<file path="src/rtl/hazard_ctrl_if.sv">
// Hazard controller bus: ID/EX hazard inputs in, pipeline enables/clears and counters out.
interface hazard_ctrl_if #(
  parameter int unsigned CNT_W = 32
);
  logic [4:0]       rs_D;
  logic [4:0]       rt_D;
  logic             MemRead_E;
  logic             RegWrite_E;
  logic [4:0]       WriteReg_E;
  logic             Branch_D;
  logic             BranchTaken_D;
  logic             Jump_D;
  logic             MD_Start_E;
  logic             MD_Use_D;
  logic             Cnt_Clr;
  logic             PC_En;
  logic             IF_En;
  logic             IF_Clr;
  logic             ID_Clr;
  logic             MD_Busy;
  logic [CNT_W-1:0] Stall_Cnt;
  logic [CNT_W-1:0] Flush_Cnt;

  // Pipeline side: drives hazard information, consumes control.
  modport master (
    output rs_D, rt_D, MemRead_E, RegWrite_E, WriteReg_E, Branch_D, BranchTaken_D,
           Jump_D, MD_Start_E, MD_Use_D, Cnt_Clr,
    input  PC_En, IF_En, IF_Clr, ID_Clr, MD_Busy, Stall_Cnt, Flush_Cnt
  );

  // Controller side.
  modport slave (
    input  rs_D, rt_D, MemRead_E, RegWrite_E, WriteReg_E, Branch_D, BranchTaken_D,
           Jump_D, MD_Start_E, MD_Use_D, Cnt_Clr,
    output PC_En, IF_En, IF_Clr, ID_Clr, MD_Busy, Stall_Cnt, Flush_Cnt
  );
endinterface

</file>
<file path="src/rtl/hazard_ctrl.sv">
// Hazard and sequencing controller for the 5-stage MIPS pipeline: load-use and
// branch-operand stalls, mult/div occupancy tracking, wrong-path flushes, and
// saturating stall/flush performance counters.
module hazard_ctrl #(
  parameter int unsigned MD_LAT = 32,
  parameter int unsigned CNT_W  = 32
) (
  input  logic         clk,
  input  logic         rst,
  hazard_ctrl_if.slave bus
);

  typedef enum logic [0:0] {StRun, StMdBusy} state_e;

  localparam logic [5:0] MdReload = 6'(MD_LAT - 1);

  state_e           state_q;
  logic [5:0]       md_cnt_q;
  logic             md_busy_q;
  logic [CNT_W-1:0] stall_cnt_q;
  logic [CNT_W-1:0] flush_cnt_q;

  logic src_match;
  logic lu_haz;
  logic br_haz;
  logic md_haz;
  logic stall;
  logic flush;

  // Hazard detection; register 0 is hard-wired and never a real dependency.
  always_comb begin
    src_match = (bus.WriteReg_E != 5'd0) &&
                ((bus.WriteReg_E == bus.rs_D) || (bus.WriteReg_E == bus.rt_D));
    lu_haz    = bus.MemRead_E && src_match;
    br_haz    = bus.Branch_D && bus.RegWrite_E && src_match;
    md_haz    = bus.MD_Use_D && (state_q == StMdBusy);
    stall     = lu_haz || br_haz || md_haz;
    // A redirect seen during a stall is dropped; the branch re-resolves next cycle.
    flush     = (bus.BranchTaken_D || bus.Jump_D) && !stall;
  end

  // Pipeline register controls; reset forces a full bubble and frozen PC.
  always_comb begin
    bus.PC_En  = 1'b1;
    bus.IF_En  = 1'b1;
    bus.IF_Clr = 1'b0;
    bus.ID_Clr = 1'b0;
    if (!rst) begin
      bus.PC_En  = 1'b0;
      bus.IF_En  = 1'b0;
      bus.IF_Clr = 1'b1;
      bus.ID_Clr = 1'b1;
    end else if (stall) begin
      bus.PC_En  = 1'b0;
      bus.IF_En  = 1'b0;
      bus.ID_Clr = 1'b1;
    end else if (flush) begin
      bus.IF_Clr = 1'b1;
    end
  end

  // Mult/div occupancy FSM; starts are only honoured in StRun.
  always_ff @(posedge clk or negedge rst) begin
    if (!rst) begin
      state_q   <= StRun;
      md_cnt_q  <= 6'd0;
      md_busy_q <= 1'b0;
    end else begin
      unique case (state_q)
        StRun: begin
          if (bus.MD_Start_E) begin
            state_q   <= StMdBusy;
            md_cnt_q  <= MdReload;
            md_busy_q <= 1'b1;
          end
        end
        StMdBusy: begin
          if (md_cnt_q == 6'd1) begin
            state_q   <= StRun;
            md_cnt_q  <= 6'd0;
            md_busy_q <= 1'b0;
          end else begin
            md_cnt_q  <= md_cnt_q - 6'd1;
          end
        end
        default: begin
          state_q   <= StRun;
          md_cnt_q  <= 6'd0;
          md_busy_q <= 1'b0;
        end
      endcase
    end
  end

  // Saturating performance counters; clear wins over increment.
  always_ff @(posedge clk or negedge rst) begin
    if (!rst) begin
      stall_cnt_q <= '0;
      flush_cnt_q <= '0;
    end else if (bus.Cnt_Clr) begin
      stall_cnt_q <= '0;
      flush_cnt_q <= '0;
    end else begin
      if (stall && (stall_cnt_q != '1)) stall_cnt_q <= stall_cnt_q + CNT_W'(1);
      if (flush && (flush_cnt_q != '1)) flush_cnt_q <= flush_cnt_q + CNT_W'(1);
    end
  end

  assign bus.MD_Busy   = md_busy_q;
  assign bus.Stall_Cnt = stall_cnt_q;
  assign bus.Flush_Cnt = flush_cnt_q;

endmodule

</file>
<file path="src/flat_wrapper.sv">
// flat-port wrapper written by rule: the top's interface ports become plain ports
module hazard_ctrl_flat 
#(
  parameter int unsigned MD_LAT = 32,
  parameter int unsigned CNT_W  = 32
)
  (clk, rst, bus_rs_D, bus_rt_D, bus_MemRead_E, bus_RegWrite_E, bus_WriteReg_E, bus_Branch_D, bus_BranchTaken_D, bus_Jump_D, bus_MD_Start_E, bus_MD_Use_D, bus_Cnt_Clr, bus_PC_En, bus_IF_En, bus_IF_Clr, bus_ID_Clr, bus_MD_Busy, bus_Stall_Cnt, bus_Flush_Cnt);
  hazard_ctrl_if #(.CNT_W(CNT_W)) bus_i ();
  input  logic clk;
  input  logic rst;
  input wire logic [$bits(bus_i.rs_D)-1:0] bus_rs_D;
  input wire logic [$bits(bus_i.rt_D)-1:0] bus_rt_D;
  input wire logic [$bits(bus_i.MemRead_E)-1:0] bus_MemRead_E;
  input wire logic [$bits(bus_i.RegWrite_E)-1:0] bus_RegWrite_E;
  input wire logic [$bits(bus_i.WriteReg_E)-1:0] bus_WriteReg_E;
  input wire logic [$bits(bus_i.Branch_D)-1:0] bus_Branch_D;
  input wire logic [$bits(bus_i.BranchTaken_D)-1:0] bus_BranchTaken_D;
  input wire logic [$bits(bus_i.Jump_D)-1:0] bus_Jump_D;
  input wire logic [$bits(bus_i.MD_Start_E)-1:0] bus_MD_Start_E;
  input wire logic [$bits(bus_i.MD_Use_D)-1:0] bus_MD_Use_D;
  input wire logic [$bits(bus_i.Cnt_Clr)-1:0] bus_Cnt_Clr;
  output wire logic [$bits(bus_i.PC_En)-1:0] bus_PC_En;
  output wire logic [$bits(bus_i.IF_En)-1:0] bus_IF_En;
  output wire logic [$bits(bus_i.IF_Clr)-1:0] bus_IF_Clr;
  output wire logic [$bits(bus_i.ID_Clr)-1:0] bus_ID_Clr;
  output wire logic [$bits(bus_i.MD_Busy)-1:0] bus_MD_Busy;
  output wire logic [$bits(bus_i.Stall_Cnt)-1:0] bus_Stall_Cnt;
  output wire logic [$bits(bus_i.Flush_Cnt)-1:0] bus_Flush_Cnt;
  assign bus_i.rs_D = bus_rs_D;
  assign bus_i.rt_D = bus_rt_D;
  assign bus_i.MemRead_E = bus_MemRead_E;
  assign bus_i.RegWrite_E = bus_RegWrite_E;
  assign bus_i.WriteReg_E = bus_WriteReg_E;
  assign bus_i.Branch_D = bus_Branch_D;
  assign bus_i.BranchTaken_D = bus_BranchTaken_D;
  assign bus_i.Jump_D = bus_Jump_D;
  assign bus_i.MD_Start_E = bus_MD_Start_E;
  assign bus_i.MD_Use_D = bus_MD_Use_D;
  assign bus_i.Cnt_Clr = bus_Cnt_Clr;
  assign bus_PC_En = bus_i.PC_En;
  assign bus_IF_En = bus_i.IF_En;
  assign bus_IF_Clr = bus_i.IF_Clr;
  assign bus_ID_Clr = bus_i.ID_Clr;
  assign bus_MD_Busy = bus_i.MD_Busy;
  assign bus_Stall_Cnt = bus_i.Stall_Cnt;
  assign bus_Flush_Cnt = bus_i.Flush_Cnt;
  hazard_ctrl #(.MD_LAT(MD_LAT), .CNT_W(CNT_W)) u_core (.clk(clk), .rst(rst), .bus(bus_i));
endmodule
</file>
<file path="config.mk">
export PLATFORM = sky130hd
export DESIGN_NAME = hazard_ctrl_flat
export DESIGN_NICKNAME = d
export VERILOG_FILES = /design/src/rtl/hazard_ctrl_if.sv /design/src/rtl/hazard_ctrl.sv /design/src/flat_wrapper.sv
export SDC_FILE = /design/constraint.sdc
export NUM_CORES = 1
export LEC_CHECK = 0
export BUFFER_PORTS_ARGS = -buffer_cell sky130_fd_sc_hd__buf_4
export CORE_ASPECT_RATIO = 2
export CORE_MARGIN = 8
export CORE_UTILIZATION = 45
export DETAILED_ROUTE_END_ITERATION = 10
export PLACE_DENSITY = 0.68
export RECOVER_POWER = 50
export SYNTH_ARGS = -nofsm -noshare
export SYNTH_HDL_FRONTEND = slang
export SYNTH_SLANG_ARGS = --single-unit
export TNS_END_PERCENT = 30
</file>
<file path="constraint.sdc">
create_clock -name clk -period 6.1 [get_ports clk]
set_input_delay 0.305 -clock clk [delete_from_list [all_inputs] [get_ports clk]]
set_output_delay 0.305 -clock clk [all_outputs]
set_load 0.05 [all_outputs]
</file>
==> qor.yml, run 1 <==
run_status:
  outcome: "finished clean"
yosys:
  synthArstFlopShare_pct: 100.0
  synth-edff-count: 0
  ys.flop_type: "dfrtp_1"
  yosysWarnings: 0
  yosysUniqueCellTypes: 54
  syn_inst: 489
  ys_seq_elements: 72
  synth_seq_area_share_pct: 41.62
  synth_area_um2: 4329
  syn_nets: 518
  syn-mean-instance-area_um2: 8.853
clock_network:
  insertion_delay_ns: 0.34
  cts_tree: "yes"
  postCtsResizedCells: 0
  numClockSinks: 72
  clockBufferDepth: 2
  h-tree-depth: 3
  cts_root_buf: "clkbuf_16"
  numCtsBuffers: 9
  cts.clk_slew.worst_paths_ns: 0.05
cells_and_area:
  syn2layout_area_growth_pct: 18.44
  drive_above_1_share_pct: 12.31
  mostFrequentLayoutCells: "dfrtp_1 (72), clkbuf_1 (66), a21oi_1 (54), nor2_1 (39), nand2_1 (39)"
  num-fill-cells: 944
  layout_commonest_cell: "dfrtp_1"
  nets: 601
  instances_no_fill: 681
  diodes: 0
setup_path:
  path_max_fanout: 36
  endpoint_kind: "register"
  endpoint: "u_core.bus.Flush_Cnt[20]"
  r2r_start: "u_core.bus.Flush_Cnt[0]"
  ff2ff_setup_slack_ns: 3.27
  rr_worst_depth: 6
  crit_buf_inv: 0
  cpMaxStageDelayCell: "and4bb_1"
  crit_type: "reg -> reg"
  cp_num_cells: 6
  timing.rr.end: "u_core.bus.Flush_Cnt[20]"
  critPathLaunch: "u_core.bus.Flush_Cnt[0]"
  path_cells: "ha_1 > nand2_1 > or2_0 > and4bb_1 > nor3_1 > mux2_2"
  worstPathArrival_ns: 3.04
  worstPathRequired_ns: 6.31
  critPathLaunchType: "register"
  cp_top_family: "simple AND/OR/NAND/NOR gates"
  slowest_delay_ns: 1.09
power:
  swShare_pct: 28.56
  powerDensity_nw_per_um2: 259.1
  p_int_uw: 949.2
  worst_ir_drop_vdd_mv: 0.2340
  p_leak_nw: 1.942
  p_sw_uw: 379.5
  comb_power_share_pct: 16.5
  total_power_mw: 1.329
  clkPwrFrac_pct: 42.8
  p_seq_share_pct: 40.6
floorplan:
  row_count: 50
  ioPinCount: 94
  die_h_um: 154.7
  core_um2: 9384
  die_width_um: 85.36
  die_area_um2: 13210
  initial_utilization_pct: 46.13
worst_hold_path:
  hp-class: "in -> reg"
  hold_start: "bus_MD_Start_E"
placement:
  gp_congestion: 0.8391
  portBuffers: 93
  post-dp-hpwl_um: 8926
  dp.cells: 664
grt:
  grt.overflow.total: 0
  antenna_found_initial: 0
  grt_usage_pct: 19.12
  grt_pass1_wl_um: 20530
  grt_max_degree: 79
  grt_pass1_vias: 4131
detailed_routing:
  vias: 4113
  dr.pass1.iters: 4
  drc: 0
  drt_iter0_markers: 201
  ant_nets: 0
  vias_per_cell: 6.040
  wirelength_um: 12340
  wl_per_cell_um: 18.11
sta:
  hold_violations: 0
  max-slew-margin-rel_pct: 25.98
  maxSlewViolCount: 0
  clock_skew_ns: 0.009312
  post-route-period-util_pct: 46.36
  worst_slew_pin_slew_ns: 1.110
  fin_crit_ns: 2.828
  tns_ns: 0
  fmax_ghz: 0.3536
  setup_violations: 0
  rsz0062_at_grt: "false"
run:
  cap_violations: 0
[layer usage]
layer	wire length [um]	GRT usage [%]	up-vias
li1	-	-	2006
met5	0	0	-
met1	4909	20.07	1997
met2	6640	35.16	94
met4	227	8.165	0
met3	558	4.246	16
[synth_stat cells, types with 2 or more instances]
cell type,instances,area share [%]
mux2_2,14,3.6
ha_1,4,1.2
buf_4,5,0.87
buf_2,5,0.58
nor2_1,39,3.4
clkbuf_1,12,1.0
nand3_1,27,3.1
xnor2_1,11,2.2
or2_2,2,0.29
nor3_1,9,1.0
inv_1,14,1.2
nand4_1,21,3.0
o41ai_1,2,0.40
o22a_1,3,0.61
and3_1,5,0.72
nand2_1,39,3.4
dfrtp_1,72,42
and2_1,2,0.29
or4_1,21,3.6
o21ai_0,23,2.7
and4_1,5,1.0
nor2b_1,12,1.7
o22ai_1,3,0.43
xor2_1,4,0.81
nor4_1,11,1.6
a21oi_1,54,6.2
o31ai_1,22,3.8
or3_1,22,3.2
[registers in the layout (all words and copies together) (netlist names)]
| name | count |
|---|---|
| u_core.state_q | 1 |
| u_core.bus.Flush_Cnt | 32 |
| u_core.bus.Stall_Cnt | 32 |
| u_core.bus.MD_Busy | 1 |
| u_core.md_cnt_q | 6 |
[how the worst min path moves through the flow]
stage | depth (start not counted) | end
2_1_floorplan | 0 | u_core.bus.Flush_Cnt[0]
3_3_place_gp | 1 | u_core.bus.Stall_Cnt[19]
3_5_place_dp | 1 | u_core.bus.Stall_Cnt[18]
4_1_cts | 2 | u_core.md_cnt_q[5]
5_1_grt | 2 | u_core.md_cnt_q[0]
6_report | 2 | u_core.md_cnt_q[0]
[layout make-up]
| class | count | area (um^2) | share of cell area [%] |
|---|---|---|---|
| clock buffer | 10 | 239.0 | 4.661 |
| clock inverter | 6 | 82.58 | 1.611 |
| inverter | 14 | 52.55 | 1.025 |
| multi-input combinational | 378 | 2338 | 45.61 |
| sequential | 72 | 1802 | 35.14 |
| tap | 104 | 130.1 | 2.538 |
| timing repair buffer | 97 | 483.0 | 9.419 |
[power by group through the flow]
| stage | registers [mW] | clock network, mW | logic, mW |
|---|---|---|---|
| after floorplan | 0.566 | 0 | 0.131 |
| after global placement | 0.546 | 0 | 0.218 |
| after detailed placement | 0.548 | 0 | 0.227 |
| after CTS | 0.539 | 0.580 | 0.228 |
| after global routing | 0.545 | 0.597 | 0.245 |
| final | 0.540 | 0.569 | 0.219 |
[what timing repair did]
item	in CTS	in global routing
buffers inserted	0	0
setup endpoints to repair	0	0
hold endpoints to repair	10	0
hold buffers	1	0
[kinds of logic (layout without fill, tap and decap cells)]
logic type	Yosys count	count (layout)	share of synthesized area [%]
AOI/OAI and AO/OA	117	117	16.42
and+or+nand+nor	227	227	29.45
DFF	72	72	41.62
adders and majority gates	4	4	1.156
xor gates and xnor gates	15	15	3.035
buffers and inverters	39	127	4.451
muxes	15	15	3.873
[per-stage QoR]
| step | hold WS, ns | instance area, um^2 | setup WS [ns] | utilization (%) |
|---|---|---|---|---|
| CTS | 0.2133 | 5375 | 3.267 | 57.28 |
| finish | 0.2334 | 5127 | 3.272 | 54.64 |
| global route | 0.2422 | 5127 | 3.034 | 54.64 |
| detailed placement | 0.1694 | 5044 | 3.194 | 53.75 |
| global placement | 0.1644 | 5044 | 3.214 | 53.75 |
| floorplan | 0.009409 | 4329 | 3.625 | - |
Power figures use the tool's default switching activity.
==> run 2, diff against run 1 <==
--- a/config.mk
+++ b/config.mk
@@ -10,7 +10,7 @@
 export CORE_MARGIN = 8
 export CORE_UTILIZATION = 45
 export DETAILED_ROUTE_END_ITERATION = 10
-export PLACE_DENSITY = 0.68
+export PLACE_DENSITY = 0.71
 export RECOVER_POWER = 50
 export SYNTH_ARGS = -nofsm -noshare
 export SYNTH_HDL_FRONTEND = slang
==> constraint.sdc (replaced) <==
create_clock -name clk -period 2.5 [get_ports clk]
set_input_delay 0.125 -clock clk [delete_from_list [all_inputs] [get_ports clk]]
set_output_delay 0.125 -clock clk [all_outputs]
set_load 0.05 [all_outputs]
==> run 2 against run 1 <==
Against the previous run:
- global-route usage rose by 0.17 points
- die area unchanged
- critical path type unchanged
- total power up 140%
- cell count rose by 1.8%
- combinational power grew to 2.5 times the previous value
==> qor.yml, run 2 (synthesis results as in run 1) <==
detailed_routing:
  drt_iter0_markers: 230  # was 201
  wl_per_cell_um: 17.86  # was 18.11 um
  drc: 0  # unchanged
  vias_per_cell: 6.127  # was 6.040
  vias: 4246  # was 4113
  wirelength_um: 12380  # was 12340 um
  ant_nets: 0  # unchanged
  dr.pass1.iters: 5  # was 4
floorplan:
  row_count: 50  # unchanged
  die_width_um: 85.36  # unchanged
  die_area_um2: 13210  # unchanged
  ioPinCount: 94  # unchanged
  die_h_um: 154.7  # unchanged
  core_um2: 9384  # unchanged
  initial_utilization_pct: 46.13  # unchanged
setup_path:
  worstPathRequired_ns: 2.71  # was 6.31 ns
  slowest_delay_ns: 0.42  # was 1.09 ns
  path_max_fanout: 36  # unchanged
  path_cells: "ha_1 > nand2_1 > or2_0 > and4bb_1 > buf_12 > nor4b_1 > mux2_2"  # was ha_1 > nand2_1 > or2_0 > and4bb_1 > nor3_1 > mux2_2
  crit_type: "reg -> reg"  # unchanged
  cpMaxStageDelayCell: "dfrtp_1"  # was and4bb_1
  critPathLaunchType: "register"  # unchanged
  worstPathArrival_ns: 2.54  # was 3.04 ns
  endpoint_kind: "register"  # unchanged
cells_and_area:
  drive_above_1_share_pct: 14.09  # was 12.31%
  mostFrequentLayoutCells: "dfrtp_1 (72), clkbuf_1 (66), a21oi_1 (54)"  # was dfrtp_1 (72), clkbuf_1 (66), a21oi_1 (54), nor2_1 (39), nand2_1 (39)
  syn2layout_area_growth_pct: 20.75  # was 18.44%
  num-fill-cells: 903  # was 944
  nets: 614  # was 601
  diodes: 0  # unchanged
  layout_commonest_cell: "dfrtp_1"  # unchanged
sta:
  hold_violations: 0  # unchanged
  layout_setup_ws_ns: 0.1707  # was 3.272 ns
  max-slew-margin-rel_pct: 32.37  # was 25.98%
  rsz0062_at_grt: "false"  # unchanged
  fin_crit_ns: 2.329  # was 2.828 ns
  setup_violations: 0  # unchanged
  fmax_ghz: 0.4293  # was 0.3536 GHz
  clock_skew_ns: 0.005098  # was 0.009312 ns
  worst_slew_pin_slew_ns: 1.015  # was 1.110 ns
  post-route-period-util_pct: 93.17  # was 46.36%
  maxSlewViolCount: 0  # unchanged
  tns_ns: 0  # unchanged
power:
  p_leak_nw: 2.007  # was 1.942 nW
  powerDensity_nw_per_um2: 599.0  # was 259.1 nW/um^2
  worst_ir_drop_vdd_mv: 0.5575  # was 0.2340 mV
clock_network:
  insertion_delay_ns: 0.33  # was 0.34 ns
  postCtsResizedCells: 0  # unchanged
  cts_setup_buffers: 0  # unchanged
  h-tree-depth: 3  # unchanged
  numCtsBuffers: 9  # unchanged
  cts.clk_slew.worst_paths_ns: 0.06  # was 0.05 ns
  cts_root_buf: "clkbuf_16"  # unchanged
  clockBufferDepth: 2  # unchanged
  numClockSinks: 72  # unchanged
  cts_tree: "yes"  # unchanged
placement:
  gp_congestion: 0.8611  # was 0.8391
  post-dp-hpwl_um: 8981  # was 8926 um
  portBuffers: 93  # unchanged
  place_ws_ns: 0.1333  # was 3.194 ns
grt:
  grt_max_degree: 79  # unchanged
  grt.overflow.total: 0  # unchanged
  grt_pass1_wl_um: 20640  # was 20530 um
  grt_usage_pct: 19.29  # was 19.12%
  antenna_found_initial: 0  # unchanged
  grt_pass1_vias: 4295  # was 4131
run:
  cap_violations: 0  # unchanged
worst_hold_path:
  hp-class: "in -> reg"  # unchanged
run_status:
  outcome: "finished clean"  # unchanged
run 2: cell count changes in the layout (fill, tap and decap cells not counted):
cell and delta:
buf_12 +3, clkinvlp_4 -1, clkbuf_2 +2, bufinv_16 -1, buf_4 +9
run 2: report_power, final:
group          internal [mW]  switching (mW)  total, mW  leakage (nW)
logic                  0.201           0.354      0.556         0.881
clock network          0.789           0.474       1.26         0.145
registers               1.24          0.0737       1.31         0.981
total                   2.23           0.902       3.13          2.01
run 2: stage by stage:
stage	utilization [%]	cell area (um^2)	power, mW	hold WS, ns	std cells
after floorplan	-	4329	1.700	-0.1706	489
after global placement	55.19	5179	1.882	0.1099	677
after detailed placement	55.19	5179	1.906	0.1144	677
after CTS	58.36	5477	3.187	0.02059	693
after global routing	55.71	5228	3.275	0.03778	693
final	55.71	5228	3.131	0.03905	693
run 2: timing repair:
action / 4_1_cts / 5_1_grt
hold endpoints to repair: 32 / 0
setup endpoints to repair: 0 / 3
hold buffers: 1 / 0
run 2: layout make-up:
class,count,area (um^2),share of cell area (%)
flip-flops and latches,72,1802,34.47
repair buffers,110,616.8,11.80
clock inverters,4,45.04,0.8617
well taps,104,130.1,2.489
multi-input cells,378,2338,44.73
clock buffers,11,242.7,4.643
inverters,14,52.55,1.005
run 2: final timing paths:
check | start | end | slack, ns | depth (start not counted)
setup / recovery | u_core.bus.Flush_Cnt[0] | u_core.bus.Flush_Cnt[8] | 0.17 | 7
hold / removal | bus_MD_Start_E | u_core.md_cnt_q[5] | 0.04 | 2
setup reg to reg | u_core.bus.Flush_Cnt[0] | u_core.bus.Flush_Cnt[8] | 0.17 | 7
hold reg to reg | u_core.md_cnt_q[2] | u_core.md_cnt_q[2] | 0.55 | 1
max in group asynchronous | rst | u_core.bus.Stall_Cnt[8] | 0.52 | 3
min in group asynchronous | rst | u_core.bus.Stall_Cnt[19] | 0.46 | 2
run 2: critical path: cells and delay by family (launching register included):
| kind | cells | cell delay (ns) |
|---|---|---|
| mux | 1 | 0.38 |
| flops | 1 | 0.42 |
| buf+inv | 1 | 0.17 |
| simple gates | 4 | 0.98 |
| fa+ha+maj | 1 | 0.25 |
run 2: per-layer routing:
| metal | part of all wire (%) | vias up | global-route usage, % |
|---|---|---|---|
| met4 | 2.0 | 0 | 9.007 |
| li1 | - | 2025 | - |
| met1 | 38 | 2085 | 20.14 |
| met3 | 5.1 | 18 | 4.140 |
| met5 | 0 | - | 0 |
| met2 | 55 | 118 | 35.34 |
==> run 3, diff against run 2 <==
--- a/config.mk
+++ b/config.mk
@@ -7,7 +7,6 @@
 export LEC_CHECK = 0
 export BUFFER_PORTS_ARGS = -buffer_cell sky130_fd_sc_hd__buf_4
 export CORE_ASPECT_RATIO = 2
-export CORE_MARGIN = 8
 export CORE_UTILIZATION = 45
 export DETAILED_ROUTE_END_ITERATION = 10
 export PLACE_DENSITY = 0.71
==> run 3 against run 2 <==
Against the previous run:
- first-iteration DRC count up 53%
- utilization rose by 0.33 points
- clock power hardly changed
- sequential power about the same
- non-clock buffer count fell by 1
- routed wire length is 7.0% lower
- combinational power decreased by 2%
- largest cell class unchanged
- the run now ends with DRC left
- clock-buffer cell count decreased by 1
- via count down 0.82%
==> qor.yml, run 3 (synthesis results as in run 1) <==
run_status:
  outcome: "complete, but fails checks"  # was finished clean
  violations: "DRC"
sta:
  fmax_ghz: 0.4326  # was 0.4293 GHz
  rsz0062_at_grt: "false"  # unchanged
  worst_slew_pin_slew_ns: 1.096  # was 1.015 ns
  tns_ns: 0  # unchanged
  max-slew-margin-rel_pct: 26.96  # was 32.37%
  hold_violations: 0  # unchanged
  clock_skew_ns: 0.006326  # was 0.005098 ns
  layout_setup_ws_ns: 0.1883  # was 0.1707 ns
  fin_crit_ns: 2.312  # was 2.329 ns
  setup_violations: 0  # unchanged
  post-route-period-util_pct: 92.47  # was 93.17%
  maxSlewViolCount: 0  # unchanged
floorplan:
  die_area_um2: 10040  # was 13210 um^2
  ioPinCount: 94  # unchanged
  initial_utilization_pct: 46.44  # was 46.13%
  die_width_um: 71.36  # was 85.36 um
  row_count: 50  # unchanged
  die_h_um: 140.7  # was 154.7 um
  core_um2: 9321  # was 9384 um^2
power:
  swShare_pct: 29.45  # was 28.81%
  p_seq_share_pct: 42.2  # was 41.9%
  comb_power_share_pct: 17.4  # was 17.7%
  p_leak_nw: 1.997  # was 2.007 nW
  worst_ir_drop_vdd_mv: 0.6627  # was 0.5575 mV
  powerDensity_nw_per_um2: 598.3  # was 599.0 nW/um^2
  clkPwrFrac_pct: 40.4  # was 40.3%
  p_int_mw: 2.205  # was 2.229 mW
  total_power_mw: 3.126  # was 3.131 mW
  p_sw_uw: 920.5  # was 902.0 uW
clock_network:
  cts.clk_slew.worst_paths_ns: 0.06  # about the same
  postCtsResizedCells: 0  # unchanged
  insertion_delay_ns: 0.33  # about the same
  cts_tree: "yes"  # unchanged
  numCtsBuffers: 9  # unchanged
  cts_setup_buffers: 0  # unchanged
  cts_root_buf: "clkbuf_16"  # unchanged
  numClockSinks: 72  # unchanged
  clockBufferDepth: 2  # unchanged
  h-tree-depth: 3  # unchanged
setup_path:
  cpMaxStageDelayCell: "dfrtp_1"  # unchanged
  cp_top_family: "simple AND/OR/NAND/NOR gates"  # unchanged
  worstPathRequired_ns: 2.72  # was 2.71 ns
  path_max_fanout: 36  # unchanged
  slowest_delay_ns: 0.41  # was 0.42 ns
  crit_type: "reg -> reg"  # unchanged
  ff2ff_setup_slack_ns: 0.19  # was 0.17 ns
  critPathLaunchType: "register"  # unchanged
  path_cells: "ha_1 > nand2_1 > or2_0 > and4bb_1 > buf_12 > nor4b_1 > mux2_2"  # unchanged
  endpoint_kind: "register"  # unchanged
  crit_buf_inv: 1  # unchanged
  worstPathArrival_ns: 2.53  # was 2.54 ns
grt:
  grt_pass1_vias: 4040  # was 4295
  grt_max_degree: 79  # unchanged
  grt.overflow.total: 0  # unchanged
  grt_pass1_wl_um: 18940  # was 20640 um
  antenna_found_initial: 0  # unchanged
  grt_usage_pct: 23.72  # was 19.29%
run:
  cap_violations: 0  # unchanged
cells_and_area:
  drive_above_1_share_pct: 14.09  # unchanged
  diodes: 0  # unchanged
  layout_commonest_cell: "dfrtp_1"  # unchanged
  instances_no_fill: 693  # unchanged
  mostFrequentLayoutCells: "dfrtp_1 (72), clkbuf_1 (66), a21oi_1 (54)"  # unchanged
  syn2layout_area_growth_pct: 20.66  # was 20.75%
  nets: 613  # was 614
detailed_routing:
  wl_per_cell_um: 16.61  # was 17.86 um
  ant_nets: 0  # unchanged
  dr.pass1.iters: 8  # was 5
  vias: 4211  # was 4246
  wirelength_um: 11510  # was 12380 um
  drc: 11  # was 0
  vias_per_cell: 6.076  # was 6.127
  drt_iter0_markers: 353  # was 230
placement:
  gp_congestion: 0.8632  # was 0.8611
  portBuffers: 93  # unchanged
  post-dp-hpwl_um: 8196  # was 8981 um
  dp.cells: 676  # was 677
  place_ws_ns: 0.1025  # was 0.1333 ns
worst_hold_path:
  hp-class: "in -> reg"  # unchanged
## run 3: stage by stage
step	hold WS, ns	utilization [%]	instance area, um^2
2_1_floorplan	-0.1706	-	4329
3_3_place_gp	0.1556	55.48	5171
4_1_cts	0.02662	58.68	5470
6_report	0.03208	56.04	5224
3_5_place_dp	0.1593	55.48	5171
5_1_grt	0.05893	56.04	5224
## run 3: final cells by class
| class | instances | area [um^2] |
|---|---|---|
| clock buffer | 10 | 229.0 |
| clock inverter | 6 | 60.06 |
| fill | 895 | 4098 |
| inverter | 14 | 52.55 |
| multi-input combinational | 378 | 2338 |
| sequential | 72 | 1802 |
| tap | 104 | 130.1 |
| timing repair buffer | 109 | 611.8 |
## run 3: metal layers
metal  up-vias  global-route usage [%]  wire length (um)
li1       2015                       -                 -
met1      2032                   26.84              4417
met2       144                   42.26              6259
met3        20                   4.289               594
met4         0                   11.05               240
met5         -                       0                 0
## run 3: power groups by stage
| stage | logic, mW | registers, mW | clock network, mW |
|---|---|---|---|
| floorplan | 0.320 | 1.38 | 0 |
| global placement | 0.540 | 1.33 | 0 |
| detailed placement | 0.559 | 1.34 | 0 |
| CTS | 0.562 | 1.32 | 1.28 |
| global route | 0.598 | 1.33 | 1.33 |
| finish | 0.543 | 1.32 | 1.26 |
## run 3: worst paths after layout
kind / depth (start not counted) / to / startpoint
worst max-delay path: 7 / u_core.bus.Flush_Cnt[8] / u_core.bus.Flush_Cnt[0]
worst min-delay path: 2 / u_core.md_cnt_q[5] / bus_MD_Start_E
worst max register to register: 7 / u_core.bus.Flush_Cnt[8] / u_core.bus.Flush_Cnt[0]
worst min register to register: 2 / u_core.md_cnt_q[1] / u_core.md_cnt_q[1]
max in group asynchronous: 3 / u_core.bus.Stall_Cnt[10] / rst
min in group asynchronous: 2 / u_core.bus.Stall_Cnt[17] / rst
## run 3: what timing repair did
action | 4_1_cts | 5_1_grt
endpoints found under the hold margin | 39 | 0
hold buffers | 1 | 0
endpoints found under the setup margin | 0 | 3
